==> src/rtl/field_scan_if.sv <==
// Scan bus between field_scan, its metaball sources and the framebuffer.
// master = scanner side, slave = sources/framebuffer side.
interface field_scan_if #(
  parameter int unsigned N_BALLS = 3,
  parameter int unsigned COLS    = 32,
  parameter int unsigned ROWS    = 64
);
  localparam int unsigned NPIX = COLS * ROWS;
  localparam int unsigned AW   = (NPIX > 1) ? $clog2(NPIX) : 1;

  logic                    frame_req;
  logic                    px_stb;
  logic [31:0]             p_x;
  logic [31:0]             p_y;
  logic [N_BALLS-1:0]      src_vld;
  logic [32*N_BALLS-1:0]   src_out;
  logic                    mov_en;
  logic                    wr_en;
  logic [AW-1:0]           wr_addr;
  logic                    wr_data;
  logic                    busy;
  logic                    frame_done;
  logic                    err;

  modport master (
    input  frame_req, src_vld, src_out,
    output px_stb, p_x, p_y, mov_en, wr_en, wr_addr, wr_data, busy, frame_done, err
  );

  modport slave (
    output frame_req, src_vld, src_out,
    input  px_stb, p_x, p_y, mov_en, wr_en, wr_addr, wr_data, busy, frame_done, err
  );
endinterface

==> src/rtl/field_scan.sv <==
// Metaball field scanner: visits every pixel, gathers all source contributions, writes lit/dark.
// Define SCAN_TIMEOUT_EN to bound the source wait (dark pixel + sticky err on expiry).
module field_scan #(
  parameter int unsigned N_BALLS = 3,
  parameter int unsigned COLS    = 32,
  parameter int unsigned ROWS    = 64,
  parameter logic [31:0] THRESH  = 32'h0000_8000,
  parameter int unsigned TIMEOUT = 256
) (
  input  logic         clk,
  input  logic         rst,
  field_scan_if.master bus
);

  localparam int unsigned NPIX = COLS * ROWS;
  localparam int unsigned AW   = (NPIX > 1) ? $clog2(NPIX) : 1;
  localparam int unsigned CW   = (COLS > 1) ? $clog2(COLS) : 1;
  localparam int unsigned RW   = (ROWS > 1) ? $clog2(ROWS) : 1;
  localparam int unsigned SW   = 32 + $clog2(N_BALLS + 1);
  localparam logic [31:0] SAT_MAX = 32'hFFFF_FFFF;

  localparam logic [2:0] S_IDLE  = 3'd0;
  localparam logic [2:0] S_STB   = 3'd1;
  localparam logic [2:0] S_GUARD = 3'd2;
  localparam logic [2:0] S_WAIT  = 3'd3;
  localparam logic [2:0] S_ACC   = 3'd4;
  localparam logic [2:0] S_WR    = 3'd5;
  localparam logic [2:0] S_MOVE  = 3'd6;

  if (N_BALLS < 1 || COLS < 1 || ROWS < 1 || TIMEOUT < 1) begin : g_param_chk
    $error("field_scan: N_BALLS, COLS, ROWS and TIMEOUT must all be >= 1");
  end

  logic [2:0]    state_q, state_d;
  logic [CW-1:0] col_q, col_d;
  logic [RW-1:0] row_q, row_d;
  logic [31:0]   cap_q [N_BALLS];
  logic          cap_en_c;

  logic          px_stb_q;
  logic [31:0]   p_x_q, p_y_q;
  logic          mov_en_q;
  logic          wr_en_q;
  logic [AW-1:0] wr_addr_q, wr_addr_d;
  logic          wr_data_q, wr_data_d;
  logic          busy_q;
  logic          frame_done_q;

  logic          all_vld_c;
  logic [SW-1:0] sum_w_c;
  logic [31:0]   sum_sat_c;
  logic          lit_c;
  logic [AW-1:0] pix_addr_c;

`ifdef SCAN_TIMEOUT_EN
  localparam int unsigned TW = (TIMEOUT > 1) ? $clog2(TIMEOUT) : 1;
  logic [TW-1:0] wait_cnt_q, wait_cnt_d;
  logic          err_q;
  logic          err_set_c;
`endif

  assign all_vld_c  = &bus.src_vld;
  assign pix_addr_c = AW'(32'(row_q) * COLS + 32'(col_q));

  // Wide accumulation so the saturation test sees any carry out of bit 31.
  always_comb begin
    sum_w_c = '0;
    for (int unsigned i = 0; i < N_BALLS; i++) begin
      sum_w_c = sum_w_c + SW'(cap_q[i]);
    end
  end

  assign sum_sat_c = (sum_w_c > SW'(SAT_MAX)) ? SAT_MAX : sum_w_c[31:0];
  assign lit_c     = (sum_sat_c >= THRESH);

  // Next-state and next-output logic.
  always_comb begin
    state_d   = state_q;
    col_d     = col_q;
    row_d     = row_q;
    cap_en_c  = 1'b0;
    wr_addr_d = wr_addr_q;
    wr_data_d = wr_data_q;
`ifdef SCAN_TIMEOUT_EN
    wait_cnt_d = wait_cnt_q;
    err_set_c  = 1'b0;
`endif
    case (state_q)
      S_IDLE: begin
        if (bus.frame_req) begin
          col_d   = '0;
          row_d   = '0;
          state_d = S_STB;
        end
      end
      S_STB: begin
        state_d = S_GUARD;
      end
      S_GUARD: begin
        // Sources still present the previous pixel's vld here.
`ifdef SCAN_TIMEOUT_EN
        wait_cnt_d = '0;
`endif
        state_d = S_WAIT;
      end
      S_WAIT: begin
        if (all_vld_c) begin
          cap_en_c = 1'b1;
          state_d  = S_ACC;
        end
`ifdef SCAN_TIMEOUT_EN
        else if (wait_cnt_q == TW'(TIMEOUT - 1)) begin
          err_set_c = 1'b1;
          wr_addr_d = pix_addr_c;
          wr_data_d = 1'b0;
          state_d   = S_WR;
        end else begin
          wait_cnt_d = wait_cnt_q + TW'(1);
        end
`endif
      end
      S_ACC: begin
        wr_addr_d = pix_addr_c;
        wr_data_d = lit_c;
        state_d   = S_WR;
      end
      S_WR: begin
        if (col_q != CW'(COLS - 1)) begin
          col_d   = col_q + CW'(1);
          state_d = S_STB;
        end else if (row_q != RW'(ROWS - 1)) begin
          col_d   = '0;
          row_d   = row_q + RW'(1);
          state_d = S_STB;
        end else begin
          state_d = S_MOVE;
        end
      end
      S_MOVE: begin
        state_d = S_IDLE;
      end
      default: begin
        state_d = S_IDLE;
      end
    endcase
  end

  // State and registered outputs; each strobe is high exactly while in its state.
  always_ff @(posedge clk) begin
    if (rst) begin
      state_q      <= S_IDLE;
      col_q        <= '0;
      row_q        <= '0;
      px_stb_q     <= 1'b0;
      p_x_q        <= '0;
      p_y_q        <= '0;
      mov_en_q     <= 1'b0;
      wr_en_q      <= 1'b0;
      wr_addr_q    <= '0;
      wr_data_q    <= 1'b0;
      busy_q       <= 1'b0;
      frame_done_q <= 1'b0;
    end else begin
      state_q      <= state_d;
      col_q        <= col_d;
      row_q        <= row_d;
      px_stb_q     <= (state_d == S_STB);
      p_x_q        <= 32'(col_d) << 15;
      p_y_q        <= 32'(row_d) << 15;
      mov_en_q     <= (state_d == S_MOVE);
      wr_en_q      <= (state_d == S_WR);
      wr_addr_q    <= wr_addr_d;
      wr_data_q    <= wr_data_d;
      busy_q       <= (state_d != S_IDLE);
      frame_done_q <= (state_d == S_MOVE);
    end
  end

  // Contribution capture on the cycle all sources are valid together.
  always_ff @(posedge clk) begin
    if (rst) begin
      for (int unsigned i = 0; i < N_BALLS; i++) begin
        cap_q[i] <= '0;
      end
    end else if (cap_en_c) begin
      for (int unsigned i = 0; i < N_BALLS; i++) begin
        cap_q[i] <= bus.src_out[32*i +: 32];
      end
    end
  end

`ifdef SCAN_TIMEOUT_EN
  always_ff @(posedge clk) begin
    if (rst) begin
      wait_cnt_q <= '0;
      err_q      <= 1'b0;
    end else begin
      wait_cnt_q <= wait_cnt_d;
      err_q      <= err_q | err_set_c;
    end
  end

  assign bus.err = err_q;
`else
  assign bus.err = 1'b0;
`endif

  assign bus.px_stb     = px_stb_q;
  assign bus.p_x        = p_x_q;
  assign bus.p_y        = p_y_q;
  assign bus.mov_en     = mov_en_q;
  assign bus.wr_en      = wr_en_q;
  assign bus.wr_addr    = wr_addr_q;
  assign bus.wr_data    = wr_data_q;
  assign bus.busy       = busy_q;
  assign bus.frame_done = frame_done_q;

endmodule

==> src/flat_wrapper.sv <==
// flat-port wrapper written by rule: the top's interface ports become plain ports
module field_scan_flat 
#(
  parameter int unsigned N_BALLS = 3,
  parameter int unsigned COLS    = 32,
  parameter int unsigned ROWS    = 64,
  parameter logic [31:0] THRESH  = 32'h0000_8000,
  parameter int unsigned TIMEOUT = 256
)
  (clk, rst, bus_frame_req, bus_src_vld, bus_src_out, bus_px_stb, bus_p_x, bus_p_y, bus_mov_en, bus_wr_en, bus_wr_addr, bus_wr_data, bus_busy, bus_frame_done, bus_err);
  field_scan_if #(.N_BALLS(N_BALLS), .COLS(COLS), .ROWS(ROWS)) bus_i ();
  input  logic clk;
  input  logic rst;
  input wire logic [$bits(bus_i.frame_req)-1:0] bus_frame_req;
  input wire logic [$bits(bus_i.src_vld)-1:0] bus_src_vld;
  input wire logic [$bits(bus_i.src_out)-1:0] bus_src_out;
  output wire logic [$bits(bus_i.px_stb)-1:0] bus_px_stb;
  output wire logic [$bits(bus_i.p_x)-1:0] bus_p_x;
  output wire logic [$bits(bus_i.p_y)-1:0] bus_p_y;
  output wire logic [$bits(bus_i.mov_en)-1:0] bus_mov_en;
  output wire logic [$bits(bus_i.wr_en)-1:0] bus_wr_en;
  output wire logic [$bits(bus_i.wr_addr)-1:0] bus_wr_addr;
  output wire logic [$bits(bus_i.wr_data)-1:0] bus_wr_data;
  output wire logic [$bits(bus_i.busy)-1:0] bus_busy;
  output wire logic [$bits(bus_i.frame_done)-1:0] bus_frame_done;
  output wire logic [$bits(bus_i.err)-1:0] bus_err;
  assign bus_i.frame_req = bus_frame_req;
  assign bus_i.src_vld = bus_src_vld;
  assign bus_i.src_out = bus_src_out;
  assign bus_px_stb = bus_i.px_stb;
  assign bus_p_x = bus_i.p_x;
  assign bus_p_y = bus_i.p_y;
  assign bus_mov_en = bus_i.mov_en;
  assign bus_wr_en = bus_i.wr_en;
  assign bus_wr_addr = bus_i.wr_addr;
  assign bus_wr_data = bus_i.wr_data;
  assign bus_busy = bus_i.busy;
  assign bus_frame_done = bus_i.frame_done;
  assign bus_err = bus_i.err;
  field_scan #(.N_BALLS(N_BALLS), .COLS(COLS), .ROWS(ROWS), .THRESH(THRESH), .TIMEOUT(TIMEOUT)) u_core (.clk(clk), .rst(rst), .bus(bus_i));
endmodule
==> config.mk <==
export PLATFORM = sky130hd
export DESIGN_NAME = field_scan_flat
export DESIGN_NICKNAME = d
export VERILOG_FILES = /design/src/rtl/field_scan_if.sv /design/src/rtl/field_scan.sv /design/src/flat_wrapper.sv
export SDC_FILE = /design/constraint.sdc
export NUM_CORES = 1
export LEC_CHECK = 0
export ABC_AREA = 1
export CAP_MARGIN = 20
export CORE_MARGIN = 5
export CORE_UTILIZATION = 53
export DETAILED_ROUTE_END_ITERATION = 8
export PLACE_DENSITY = 0.82
export SYNTH_ARGS = -nofsm -noshare
export SYNTH_HDL_FRONTEND = slang
export SYNTH_SLANG_ARGS = --single-unit
export TNS_END_PERCENT = 5
==> constraint.sdc <==
create_clock -name clk -period 4.8 [get_ports clk]
set_clock_uncertainty 0.15 [all_clocks]
set_input_delay 0.72 -clock clk [delete_from_list [all_inputs] [get_ports clk]]
set_output_delay 0.72 -clock clk [all_outputs]
set_load 0.02 [all_outputs]
==> impl_results.md, run 1 <==
* Fin util at 65.1%
* DR WL met2 at 10900 um
* Largest cells by area after synthesis: sky130_fd_sc_hd__edfxtp_1 (31%), sky130_fd_sc_hd__nand2_1 (13%), sky130_fd_sc_hd__inv_1 (10%), sky130_fd_sc_hd__ha_1 (9.1%), sky130_fd_sc_hd__nor2_1 (8.0%)
* Peak VDD IR at 0.242 mV
* Outcome: finished clean
* Seq cells post-synth at 126
* Syn. warnings at 0
* Number of buffers inserted during clock tree synthesis at 17
* Number of enable flip-flop cells after synthesis at 96
* Die boundary height at 143 um
* R2R Path End: u_core.bus.wr_data
* CP Capture Type: flop
* Most used cell along the critical path: sky130_fd_sc_hd__nand2_1
* Syn_area_per_cell at 7.16 um2
* Slowest cell on the critical path: sky130_fd_sc_hd__fa_1
* WP buf/inv at 5
* Iteration count of the initial detailed-routing pass at 8
* Max Used Layer: met4
* Stage delay of the slowest cell on the critical path at 400 ps
* Remaining DRCs at 0
* Wire length on met1 at 10000 um
* Final number of setup-violating endpoints at 0
* Time the final worst path needs with I/O delays and setup at 4140 ps
* Maximum clock frequency at 0.241 GHz
* Layout Area Growth over Synthesis at 20.9%
* GRT Residual Overflow at 0
* Maximum root-to-sink buffer count at 2
* Startpoint of the lowest-slack hold path: u_core.col_q[3]
* WL met3 at 1560 um
* First-iteration detailed-routing DRC count at 638
* TritonCTS clock tree: yes
* Vias in the first global route at 7883
* Leakage Power at 5.79 nW
* Post-DRT Antenna Nets at 0
* Cell taking the most area after synthesis: sky130_fd_sc_hd__edfxtp_1
* Global Route Usage Sum at 22.8%
* Total count of max-transition violations in the final report at 0
* Slew @ Worst Pin at 825 ps
* Placer Congestion at 0.957
* RSZ-0062 raised after global routing: false
* Fin crit share at 86.3%
* Cell with the most instances after synthesis: sky130_fd_sc_hd__nand2_1
* Total Die Area at 0.0203 mm2
* Synthesized area at 0.00931 mm2
* Final hold violation count at 0
* Leading post-synthesis cells by instance count: sky130_fd_sc_hd__nand2_1 (312), sky130_fd_sc_hd__inv_1 (255), sky130_fd_sc_hd__nor2_1 (199), sky130_fd_sc_hd__edfxtp_1 (96), sky130_fd_sc_hd__a21oi_1 (69)
* First-pass GRT wire length at 37100 um
* Reg2reg start: u_core.cap_q[0][0]
* Hold buffers post-CTS at 0
* CP delay by family, top: simple AND/OR/NAND/NOR gates
* Register-to-register setup slack at 660 ps
* Number of input and output port buffers inserted at 129
* Critical-path maximum fanout at 4
* Post-DP HPWL at 18100 um
* Fill cell total of the finished layout at 1486
* Mapped Cells at 1300
* Worst path arrival time at 4310 ps
* Starting Density at 53.8%
* Number of maximum-capacitance constraint violations at 0
* Power per unit of standard cell area at 285 mW/mm2
* Post-synthesis sequential area ratio at 37.4%
* Worst path required time at 4970 ps
* Fraction of registers with async set/reset at 0%
* Proportion of layout cells with a drive suffix above 1 at 4.01%
* CTS root buffer: sky130_fd_sc_hd__clkbuf_16
* End point of the most critical hold path: u_core.col_q[3]
* Placeable core region at 0.0173 mm2
* Number of placed I/O pins at 184
* Clock latency on the worst-skew pair at 420 ps
* Crit Path Category: flop to flop
* Dominant register cell in the synthesized netlist: sky130_fd_sc_hd__edfxtp_1
* Clock-pin slew reported for the worst setup and hold paths after clock tree synthesis at 60 ps
* Vias per Instance at 4.88
* Worst Hold Depth at 2
* Count of unique library cells instantiated by Yosys at 39
* Final-layout setup total negative slack at 0 ps
* Number of cells on the worst reg-to-reg path at 29
* Type of element launching the critical path: flop
* Antenna violations before repair at 0
* Number of vias after detailed routing at 8169
* Path category of the worst min-delay check: flop to flop
* Maximum number of pins on one net before global-route repair at 74
* Routed wire length at 22900 um
* Layout Nets at 1607
* Area fraction of the dominant cell type after synthesis at 31.0%
* Horizontal extent of the die at 143 um
* # diodes at 0
* Row count at 48
* Number of clock sinks at 126
* Average wire per cell in the routed design at 13.7 um
* Max_slew headroom at 44.9%
* Depth of the CTS H-tree at 4
## power by group
part,internal [mW],total (mW),switching (mW),leakage [nW]
sequential,1.21,1.22,0.0160,1.23
combinational,0.273,0.734,0.461,4.26
clock,0.759,1.25,0.491,0.294
total,2.24,3.21,0.967,5.79
## what timing repair did
action | CTS | global route
buffers inserted | 0 | 0
endpoints found under the setup margin | 0 | 1
gates resized for setup | 0 | 1
## state kept, by name (all words and copies together) (netlist names)
register and cells:
u_core.cap_q 96, u_core.bus.wr_addr 11, u_core.row_q 6, u_core.col_q 5, u_core.state_q 3, u_core.bus.busy 1
u_core.bus.mov_en 1, u_core.bus.px_stb 1, u_core.bus.wr_data 1, u_core.bus.wr_en 1
## layout make-up
cell class                 count  area (um2)  area share [%]
clock buffer                  21         508            4.51
clock inverter                11        73.8           0.656
inverter                     255         957            8.50
multi-input combinational    903        4620            41.0
sequential                   126        3480            30.9
tap                          225         282            2.50
timing repair buffer         132        1340            11.9
## worst max path at each step
| stage | cells after the start | from | slack, ps | to |
|---|---|---|---|---|
| 5_1_grt | 31 | u_core.cap_q[0][32] | 30 | u_core.bus.wr_data |
| 4_1_cts | 29 | u_core.cap_q[0][0] | 680 | u_core.bus.wr_data |
| 2_1_floorplan | 3 | rst | 1060 | u_core.cap_q[0][0] |
| 3_3_place_gp | 29 | u_core.cap_q[0][0] | 820 | u_core.bus.wr_data |
| 6_report | 29 | u_core.cap_q[0][0] | 660 | u_core.bus.wr_data |
| 3_5_place_dp | 29 | u_core.cap_q[0][0] | 730 | u_core.bus.wr_data |
## tightest hold or removal path, stage by stage (launching register included)
cell and delay [ps]:
sky130_fd_sc_hd__dfxtp_1 340, sky130_fd_sc_hd__nand2_1 70, sky130_fd_sc_hd__a21oi_1 50
## kinds of logic after synthesis
group	Yosys count	synth area share (%)
adders and majority gates	70	9.57
AOI/OAI and AO/OA	135	7.94
DFF	126	37.4
and+or+nand+nor	615	27.0
xor gates and xnor gates	29	2.73
buffers and inverters	324	15.3
other	1	0.0403
## stage by stage
step	cell area, um2	total power [mW]	setup slack (ps)	std cells	hold slack [ps]
2_1_floorplan	9510	1.77	1060	1353	409
3_3_place_gp	10700	1.96	815	1641	335
3_5_place_dp	10700	1.97	732	1641	340
4_1_cts	11300	3.22	684	1673	355
5_1_grt	11300	3.38	31.7	1673	389
6_report	11300	3.21	659	1673	360
## layout by cell type (no fill, tap or decap), types with 4 or more instances in the layout
cell type	netlist	final
sky130_fd_sc_hd__nand2_1	312	310
sky130_fd_sc_hd__nor2_1	199	199
sky130_fd_sc_hd__o21ai_0	37	37
sky130_fd_sc_hd__xnor2_1	11	11
sky130_fd_sc_hd__clkbuf_16	0	20
sky130_fd_sc_hd__o21bai_1	5	5
sky130_fd_sc_hd__nand2_2	7	8
sky130_fd_sc_hd__a21o_1	5	5
sky130_fd_sc_hd__a31oi_1	7	7
sky130_fd_sc_hd__xor2_1	18	18
sky130_fd_sc_hd__inv_4	0	4
sky130_fd_sc_hd__nand3b_1	5	5
sky130_fd_sc_hd__nor3_1	17	17
sky130_fd_sc_hd__nand3_1	45	45
sky130_fd_sc_hd__inv_1	255	255
sky130_fd_sc_hd__nand4_1	9	9
sky130_fd_sc_hd__ha_1	68	68
sky130_fd_sc_hd__conb_1	1	54
sky130_fd_sc_hd__edfxtp_1	96	96
sky130_fd_sc_hd__dfxtp_1	30	30
sky130_fd_sc_hd__nor2_2	5	5
sky130_fd_sc_hd__a21oi_1	69	68
sky130_fd_sc_hd__clkdlybuf4s50_1	0	129
## routing by layer
| layer | vias up | global-route usage, % |
|---|---|---|
| met5 | - | 0 |
| met4 | 0 | 5.95 |
| met3 | 34 | 5.91 |
| met2 | 240 | 37.4 |
| met1 | 3652 | 30.0 |
| li1 | 4243 | - |
Note: power is estimated with default switching activity, not from simulation.
==> run 2: changes to the inputs <==
--- a/config.mk
+++ b/config.mk
@@ -7,10 +7,12 @@
 export LEC_CHECK = 0
 export ABC_AREA = 1
 export CAP_MARGIN = 20
+export CELL_PAD_IN_SITES_DETAIL_PLACEMENT = 1
+export CELL_PAD_IN_SITES_GLOBAL_PLACEMENT = 2
 export CORE_MARGIN = 5
-export CORE_UTILIZATION = 53
+export CORE_UTILIZATION = 29
 export DETAILED_ROUTE_END_ITERATION = 8
-export PLACE_DENSITY = 0.82
+export PLACE_DENSITY_LB_ADDON = 0.1
 export SYNTH_ARGS = -nofsm -noshare
 export SYNTH_HDL_FRONTEND = slang
 export SYNTH_SLANG_ARGS = --single-unit
==> impl_results.md, run 2 (same netlist as run 1, synthesis figures left out) <==
* Outcome: finished clean (unchanged)
* Final number of setup-violating endpoints at 0 (unchanged)
* Most used cell along the critical path: sky130_fd_sc_hd__nand2_1 (unchanged)
* Worst path arrival time at 4460 ps (was 4310 ps)
* Logic depth of the worst setup path including buffers at 29 (unchanged)
* Reg2reg start: u_core.cap_q[0][0] (unchanged)
* Placeable core region at 0.0316 mm2 (was 0.0173 mm2)
* Commonest cells after routing, fill and taps aside: sky130_fd_sc_hd__nand2_1 (309), sky130_fd_sc_hd__inv_1 (255), sky130_fd_sc_hd__nor2_1 (199), sky130_fd_sc_hd__clkdlybuf4s50_1 (129), sky130_fd_sc_hd__edfxtp_1 (96) (was sky130_fd_sc_hd__nand2_1 (310), sky130_fd_sc_hd__inv_1 (255), sky130_fd_sc_hd__nor2_1 (199), sky130_fd_sc_hd__clkdlybuf4s50_1 (129), sky130_fd_sc_hd__edfxtp_1 (96))
* Worst path required time at 4970 ps (about the same)
* Number of cells on the worst reg-to-reg path at 29 (unchanged)
* Share of total power in the clock network at 38.8% (was 39.0%)
* Worst Hold Depth at 2 (unchanged)
* Part of the total power dissipated in sequential elements at 37.8% (was 38.1%)
* Average wire per cell in the routed design at 14.7 um (was 13.7 um)
* Maximum root-to-sink buffer count at 2 (unchanged)
* Layout Area Growth over Synthesis at 23.5% (was 20.9%)
* Vias in the first global route at 8557 (was 7883)
* CTS root buffer: sky130_fd_sc_hd__clkbuf_16 (unchanged)
* Iteration count of the initial detailed-routing pass at 4 (was 8)
* Area after DPL at 0.0109 mm2 (was 0.0107 mm2)
* Slew @ Worst Pin at 603 ps (was 825 ps)
* R2R Path End: u_core.bus.wr_data (unchanged)
* First-pass GRT wire length at 43800 um (was 37100 um)
* Register-to-register setup slack at 510 ps (was 660 ps)
* Antenna violations before repair at 1 (was 0)
* Depth of the CTS H-tree at 4 (unchanged)
* Proportion of layout cells with a drive suffix above 1 at 4.48% (was 4.01%)
* Fin crit share at 89.3% (was 86.3%)
* Peak VDD IR at 0.189 mV (was 0.242 mV)
* Global Route Usage Sum at 15.3% (was 22.8%)
* CP Capture Type: flop (unchanged)
* Slowest cell on the critical path: sky130_fd_sc_hd__fa_1 (unchanged)
* Maximum clock frequency at 0.233 GHz (was 0.241 GHz)
* Clock-pin slew reported for the worst setup and hold paths after clock tree synthesis at 70 ps (was 60 ps)
* GRT Residual Overflow at 0 (unchanged)
* End point of the most critical hold path: u_core.col_q[3] (unchanged)
* Power per unit of standard cell area at 281 mW/mm2 (was 285 mW/mm2)
* Maximum number of pins on one net before global-route repair at 43 (was 74)
* Sw Share at 32.7% (was 30.2%)
* Number of input and output port buffers inserted at 129 (unchanged)
* Starting Density at 29.4% (was 53.8%)
* Remaining DRCs at 0 (unchanged)
* Final-layout setup total negative slack at 0 ps (unchanged)
* Number of buffers inserted during clock tree synthesis at 17 (unchanged)
* RSZ-0062 raised after global routing: false (unchanged)
* Fin util at 36.3% (was 65.1%)
* Fin worst setup slack at 514 ps (was 659 ps)
* Crit Path Category: flop to flop (unchanged)
* Area of all placed cells without fillers at 0.0115 mm2 (was 0.0113 mm2)
* Die boundary height at 189 um (was 143 um)
* Worst-case hold slack at 363 ps (was 360 ps)
* Number of vias after detailed routing at 8099 (was 8169)
* Routed wire length at 27200 um (was 22900 um)
* Vias per Instance at 4.37 (was 4.88)
* Max_slew headroom at 59.8% (was 44.9%)
* Time the final worst path needs with I/O delays and setup at 4290 ps (was 4140 ps)
* TritonCTS clock tree: yes (unchanged)
* Post-DRT Antenna Nets at 0 (unchanged)
* Most common cell after layout, fill and taps aside: sky130_fd_sc_hd__nand2_1 (unchanged)
* Clock latency on the worst-skew pair at 430 ps (was 420 ps)
* Fill cell total of the finished layout at 3887 (was 1486)
* Register ranked first by flip-flop count: u_core.cap_q (unchanged)
* WP buf/inv at 5 (unchanged)
* Placed Instances at 1821 (was 1641)
* Layout Nets at 1610 (was 1607)
* Row count at 65 (was 48)
* Total count of max-transition violations in the final report at 0 (unchanged)
* Post-DP HPWL at 23000 um (was 18100 um)
* P_int at 2.18 mW (was 2.24 mW)
* Switching Power at 1.06 mW (was 0.967 mW)
* Horizontal extent of the die at 189 um (was 143 um)
* Setup slack after placement at 319 ps (was 732 ps)
* Stage delay of the slowest cell on the critical path at 400 ps (about the same)
* Total Die Area at 0.0358 mm2 (was 0.0203 mm2)
* Hold buffers post-CTS at 0 (unchanged)
* # diodes at 0 (unchanged)
* Number of clock sinks at 126 (unchanged)
* Leakage Power at 5.80 nW (was 5.79 nW)
* Placer Congestion at 0.783 (was 0.957)
* Critical-path maximum fanout at 4 (unchanged)
* Flip-flop count of the largest register after layout at 96 (unchanged)
* First-iteration detailed-routing DRC count at 276 (was 638)
* Type of element launching the critical path: flop (unchanged)
* Number of maximum-capacitance constraint violations at 0 (unchanged)
* PnR Total Power at 3.23 mW (was 3.21 mW)
* CP delay by family, top: simple AND/OR/NAND/NOR gates (unchanged)
* Number of placed I/O pins at 184 (unchanged)
* Layout Cells excl Fill at 1853 (was 1673)
* Path category of the worst min-delay check: flop to flop (unchanged)
* Share of total power in combinational logic at 23.4% (was 22.9%)
* Startpoint of the lowest-slack hold path: u_core.col_q[3] (unchanged)
* Final hold violation count at 0 (unchanged)
## run 2: how the worst max path moves through the flow
stage          slack, ps                from                 end
2_1_floorplan       1060                 rst  u_core.cap_q[0][0]
3_3_place_gp         360  u_core.cap_q[0][0]  u_core.bus.wr_data
3_5_place_dp         320  u_core.cap_q[0][0]  u_core.bus.wr_data
4_1_cts              310  u_core.cap_q[0][0]  u_core.bus.wr_data
5_1_grt               30  u_core.cap_q[0][0]  u_core.bus.wr_data
6_report             510  u_core.cap_q[0][0]  u_core.bus.wr_data
## run 2: repair_timing
item | in CTS | in global routing
setup endpoints to repair | 0 | 1
resized for setup | 0 | 5
setup buffers | 0 | 0
## run 2: power by group through the flow
stage                     clock network [mW]  registers [mW]  logic, mW
after floorplan                            0            1.25      0.522
after global placement                     0            1.25      0.762
after detailed placement                   0            1.25      0.765
after CTS                               1.29            1.22      0.770
after global routing                    1.34            1.23      0.870
final                                   1.25            1.22      0.758
## run 2: metal layers
layer,wire [um],track usage [%],vias up,share of wire [%]
met1,13000,20.3,3716,48
met2,12800,25.7,123,47
li1,-,-,4239,-
met4,203,2.86,2,0.75
met5,13,0,-,0.048
met3,1200,3.54,19,4.4
## run 2: worst register-to-register path, delay by kind of cell (launching register included)
kind | cells | cell delay [ps]
DFF | 1 | 330
buffers and inverters | 5 | 290
adders and majority gates | 3 | 890
AOI/OAI and AO/OA | 2 | 390
and+or+nand+nor | 18 | 1930
xor gates and xnor gates | 1 | 220
## run 2: area by class of cell
cell class | instances | area, um2 | area share [%]
multi-input combinational | 903 | 4650 | 40.4
sequential | 126 | 3480 | 30.3
timing repair buffer | 135 | 1350 | 11.7
inverter | 255 | 957 | 8.33
tap | 402 | 503 | 4.37
clock buffer | 18 | 439 | 3.82
clock inverter | 14 | 118 | 1.02
